[src/rtl/decoder_scan_seq.sv]
// rtl/decoder_scan_seq.sv - one-hot decoder with a single-beat output register and an auto-scan mode
module decoder_scan_seq #(
    parameter int SEL_W   = 2,
    parameter int NUM_OUT = 4,
    parameter int DWELL   = 4
) (
    input  logic               clk,
    input  logic               rst,
    input  logic               en,
    input  logic               mode,
    input  logic               in_valid,
    output logic               in_ready,
    input  logic [SEL_W-1:0]   d,
    output logic               out_valid,
    input  logic               out_ready,
    output logic [NUM_OUT-1:0] y,
    output logic [SEL_W-1:0]   idx,
    output logic               err
);

    typedef enum logic {
        ST_DIRECT = 1'b0,
        ST_SCAN   = 1'b1
    } state_t;

    // One extra bit so NUM_OUT == 2**SEL_W still compares correctly.
    localparam logic [SEL_W:0]   NUM_OUT_W  = (SEL_W + 1)'(NUM_OUT);
    localparam logic [SEL_W-1:0] LAST_IDX   = SEL_W'(NUM_OUT - 1);
    localparam logic [7:0]       DWELL_LAST = 8'(DWELL - 1);

    state_t             state_q, state_d;
    logic               valid_q, valid_d;
    logic [NUM_OUT-1:0] y_q, y_d;
    logic [SEL_W-1:0]   idx_q, idx_d;
    logic               err_q, err_d;
    logic [7:0]         cnt_q, cnt_d;

    logic               slot_free;
    logic               beat_taken;
    logic               xfer;
    logic               in_range;
    logic [SEL_W-1:0]   next_idx;

    always_comb begin
        state_d    = state_q;
        valid_d    = valid_q;
        y_d        = y_q;
        idx_d      = idx_q;
        err_d      = err_q;
        cnt_d      = cnt_q;

        slot_free  = !valid_q || out_ready;
        beat_taken = valid_q && out_ready;
        in_ready   = !rst && (state_q == ST_DIRECT) && slot_free;
        xfer       = in_valid && in_ready;
        in_range   = {1'b0, d} < NUM_OUT_W;
        next_idx   = (idx_q == LAST_IDX) ? '0 : idx_q + SEL_W'(1);

        if (beat_taken) begin
            valid_d = 1'b0;
        end

        case (state_q)
            ST_DIRECT: begin
                if (xfer) begin
                    valid_d = 1'b1;
                    idx_d   = d;
                    err_d   = en && !in_range;
                    y_d     = (en && in_range) ? (NUM_OUT'(1) << d) : '0;
                end else if (mode && en && slot_free) begin
                    state_d = ST_SCAN;
                    valid_d = 1'b1;
                    y_d     = NUM_OUT'(1);
                    idx_d   = '0;
                    err_d   = 1'b0;
                    cnt_d   = '0;
                end
            end
            ST_SCAN: begin
                // Abort wins over a dwell expiry; a pending beat stays until taken.
                if (!mode || !en) begin
                    state_d = ST_DIRECT;
                    cnt_d   = '0;
                end else if (!valid_q) begin
                    if (cnt_q == DWELL_LAST) begin
                        valid_d = 1'b1;
                        idx_d   = next_idx;
                        y_d     = NUM_OUT'(1) << next_idx;
                        err_d   = 1'b0;
                        cnt_d   = '0;
                    end else begin
                        cnt_d = cnt_q + 8'd1;
                    end
                end
            end
            default: begin
                state_d = ST_DIRECT;
            end
        endcase
    end

    always_ff @(posedge clk) begin
        if (rst) begin
            state_q <= ST_DIRECT;
            valid_q <= 1'b0;
            y_q     <= '0;
            idx_q   <= '0;
            err_q   <= 1'b0;
            cnt_q   <= '0;
        end else begin
            state_q <= state_d;
            valid_q <= valid_d;
            y_q     <= y_d;
            idx_q   <= idx_d;
            err_q   <= err_d;
            cnt_q   <= cnt_d;
        end
    end

    assign out_valid = valid_q;
    assign y         = y_q;
    assign idx       = idx_q;
    assign err       = err_q;

endmodule
[config.mk]
export PLATFORM = sky130hd
export DESIGN_NAME = decoder_scan_seq
export DESIGN_NICKNAME = d
export VERILOG_FILES = /design/src/rtl/decoder_scan_seq.sv
export SDC_FILE = /design/constraint.sdc
export NUM_CORES = 1
export LEC_CHECK = 0
export ABC_CLOCK_PERIOD_IN_PS = 1700
export CAP_MARGIN = 20
export CORE_UTILIZATION = 47
export CTS_BUF_LIST = sky130_fd_sc_hd__clkbuf_8
export CTS_CLUSTER_DIAMETER = 150
export DETAILED_ROUTE_END_ITERATION = 10
export HOLD_SLACK_MARGIN = 0.05
export PLACE_DENSITY = 0.75
export SLEW_MARGIN = 10
export SYNTH_ARGS = -nofsm -noshare
export SYNTH_HDL_FRONTEND = slang
export SYNTH_SLANG_ARGS = --single-unit
[constraint.sdc]
create_clock -name clk -period 1.7 [get_ports clk]
set_clock_uncertainty 0.05 [all_clocks]
set_input_delay 0.34 -clock clk [delete_from_list [all_inputs] [get_ports clk]]
set_output_delay 0.34 -clock clk [all_outputs]
set_load 0.1 [all_outputs]
==> flow_metrics.tcl <==
set metrics [dict create \
    ys_ff_latch 16 \
    cp_slowest_stage_delay_ps 510 \
    cts-buffers-inserted 3 \
    rsz0062_at_grt "yes" \
    final_cell_mix "27 x buf_4, 11 x dfxtp_1, 8 x buf_12" \
    crit_type "register to register" \
    critPathLaunchType "register" \
    post_drt_wl_per_cell_um 15.26 \
    grt_remaining_overflow 0 \
    r2r_slack_ps -70 \
    synthDistinctLibCells 42 \
    cts_max_path_buffers 2 \
    start_util_pct 50.50 \
    crit_chain "ha_4 -> or4b_4 -> o211ai_4 -> nor3_2 -> a211o_1" \
    die_area_sq_mm 0.002341 \
    post-route-min-period_ps 1774 \
    worst-path-buf-inv 0 \
    holdBufCountCts 0 \
    ys_warn_count 0 \
    required_ps 1780 \
    cts_root_buf "clkbuf_8" \
    leakage_nw 0.6837 \
    fp.dieH_um 48.38 \
    peakVddDrop_v 0.0006926 \
    arrival_ps 1850 \
    crit_family "simple AND/OR/NAND/NOR gates" \
    grtUsageTotal_pct 25.92 \
    num_rows 16 \
    worst_slack_ps -74.02 \
    crit_path_end_kind "register" \
    antenna_found_initial 0 \
    hpwl_mm 2.043 \
    finalNonFillerCells 188 \
    synth-edff-count 0 \
    io_pins 17 \
    syn_avg_cell_area_sq_um 8.496 \
    postPlaceCellArea_sq_mm 0.001443 \
    grt_max_degree 14 \
    cap_violations 0 \
    fp.coreArea_sq_mm 0.002002 \
    yosysSeqAreaShare_pct 31.68 \
    multi_input_area_sq_um 709.4 \
    fin_setup_tns_ps -390.2 \
    layout_commonest_cell "buf_4" \
    slowest_stage "or4b_4" \
    min_path_type "input pin to register" \
    regArea_sq_um 329.1 \
    maxSlewViolCount 0 \
    synth_top_flop_cell "dfxtp_1" \
    gp_congestion 0.8567 \
    vias_per_cell 5.840 \
    synthCells 119 \
    finalHoldViolations 0 \
    grt_first_pass_wirelength_mm 4.698 \
    vias 1098 \
    p_per_area_mw_per_mm2 681.9 \
    final_min_period_over_clock_period_pct 104.4 \
    tritoncts "done" \
    fillers 141 \
    dpl.cell_count 176 \
    clk_latency_ps 260 \
    num_antenna_cells 0 \
    syn-num-nets 133 \
    stdcell_area_sq_mm 0.001593 \
    worstPathMaxFanout 6 \
    synth_area_sq_mm 0.001011 \
    ant_nets 0 \
    drtPass1Iterations 4 \
    fmax_mhz 563.7 \
    first_global_vias 1086 \
    routed_wl_mm 2.868 \
    drtIter0Drc 41 \
    area_growth_pct 57.55 \
    clk_pin_slew_worst_paths_ps 70 \
    clock_sinks 16 \
    port_buffers 15 \
    nNetsFinal 176 \
    synthArstFlopShare_pct 0 \
    failed_checks "negative setup slack" \
    die_width_um 48.38 \
    drc 0 \
    finalSetupViolCount 10 \
    status "complete, but fails checks" \
    drive_gt1_share_pct 39.13 \
    htreeDepth 1 \
]
## metal layers
| metal | vias up | wire length (um) | part of all wire (%) | global-route usage [%] |
|---|---|---|---|---|
| met4 | 0 | 44 | 1.5 | 9.314 |
| met1 | 515 | 1156 | 40 | 30.92 |
| met2 | 45 | 1477 | 51 | 43.90 |
| met3 | 6 | 190 | 6.6 | 7.862 |
| li1 | 532 | - | - | - |
| met5 | - | 0 | 0 | 0 |
## path summary, 6_finish.rpt
kind / depth (start not counted) / startpoint / end
setup / recovery: 5 / cnt_q[1] / cnt_q[5]
hold / removal: 3 / rst / idx[0]
setup reg to reg: 5 / cnt_q[1] / cnt_q[5]
hold reg to reg: 2 / y[0] / y[0]
## metrics by stage
stage | setup slack [ps] | util, % | power (mW) | hold WS (ps)
2_1_floorplan | -440.9 | - | 0.6378 | 418.1
3_3_place_gp | -212.0 | 72.06 | 0.7681 | 447.8
3_5_place_dp | -226.2 | 72.06 | 0.7723 | 456.8
4_1_cts | -70.59 | 76.50 | 1.083 | 474.0
5_1_grt | -141.3 | 79.56 | 1.131 | 422.6
6_report | -74.02 | 79.56 | 1.086 | 406.5
## worst register-to-register path, delay by kind of cell (launching register included)
kind	cells	cell delay [ps]
flip-flops	1	360
AO/OA/AOI/OAI	2	530
adder cells (fa/ha/maj)	1	130
AND/OR/NAND/NOR	2	580
## synth_stat cells (2+ instances only)
master	n	area share, %
a211o_1	3	2.6
a21oi_1	6	3.0
o21a_1	2	1.5
o31ai_1	3	2.2
ha_1	6	7.4
inv_1	5	1.9
mux2i_1	2	2.0
nor4_1	2	1.2
o21ai_0	2	0.99
dfxtp_1	16	32
nor2_1	6	2.2
and3_1	4	2.5
nand3_1	6	3.0
clkbuf_1	3	1.1
nor3_1	11	5.4
nand2_1	5	1.9
a31oi_1	2	1.2
a211oi_1	6	4.5
or2_2	2	1.2
nand2b_1	5	3.1
## cell families after synthesis
kind of cell	after synthesis	synth area share, %
AOI/OAI and AO/OA	32	23.02
adders and majority gates	6	7.426
buffers and inverters	11	5.322
DFF	16	31.68
muxes	2	1.980
other	1	0.3709
and+or+nand+nor	51	30.20
## power breakdown
| part | leakage (nW) | total, mW | switching, mW | internal, mW |
|---|---|---|---|---|
| Clock | 0.0269 | 0.299 | 0.138 | 0.160 |
| Combinational | 0.524 | 0.371 | 0.225 | 0.145 |
| Sequential | 0.133 | 0.417 | 0.0247 | 0.392 |
## flip-flops by register name, summed over array words and instances (netlist names)
| register | count |
|---|---|
| cnt_q | 8 |
| y | 4 |
| state_q | 1 |
| idx | 2 |
| out_valid | 1 |
## what timing repair did
action / CTS / global route
setup endpoints to repair: 12 / 13
setup buffers: 3 / 5
pin swaps: 2 / 2
resized for setup: 7 / 7
## area by class of cell
class / instances / share of cell area, %
Timing Repair Buffer: 44 / 28.67
Inverter: 5 / 1.178
Tap cell: 27 / 2.121
Sequential cell: 16 / 20.66
Clock inverter: 1 / 0.2357
Multi-Input combinational cell: 92 / 44.54
Clock buffer: 3 / 2.592
No activity file was read; power rests on OpenSTA's default activity.
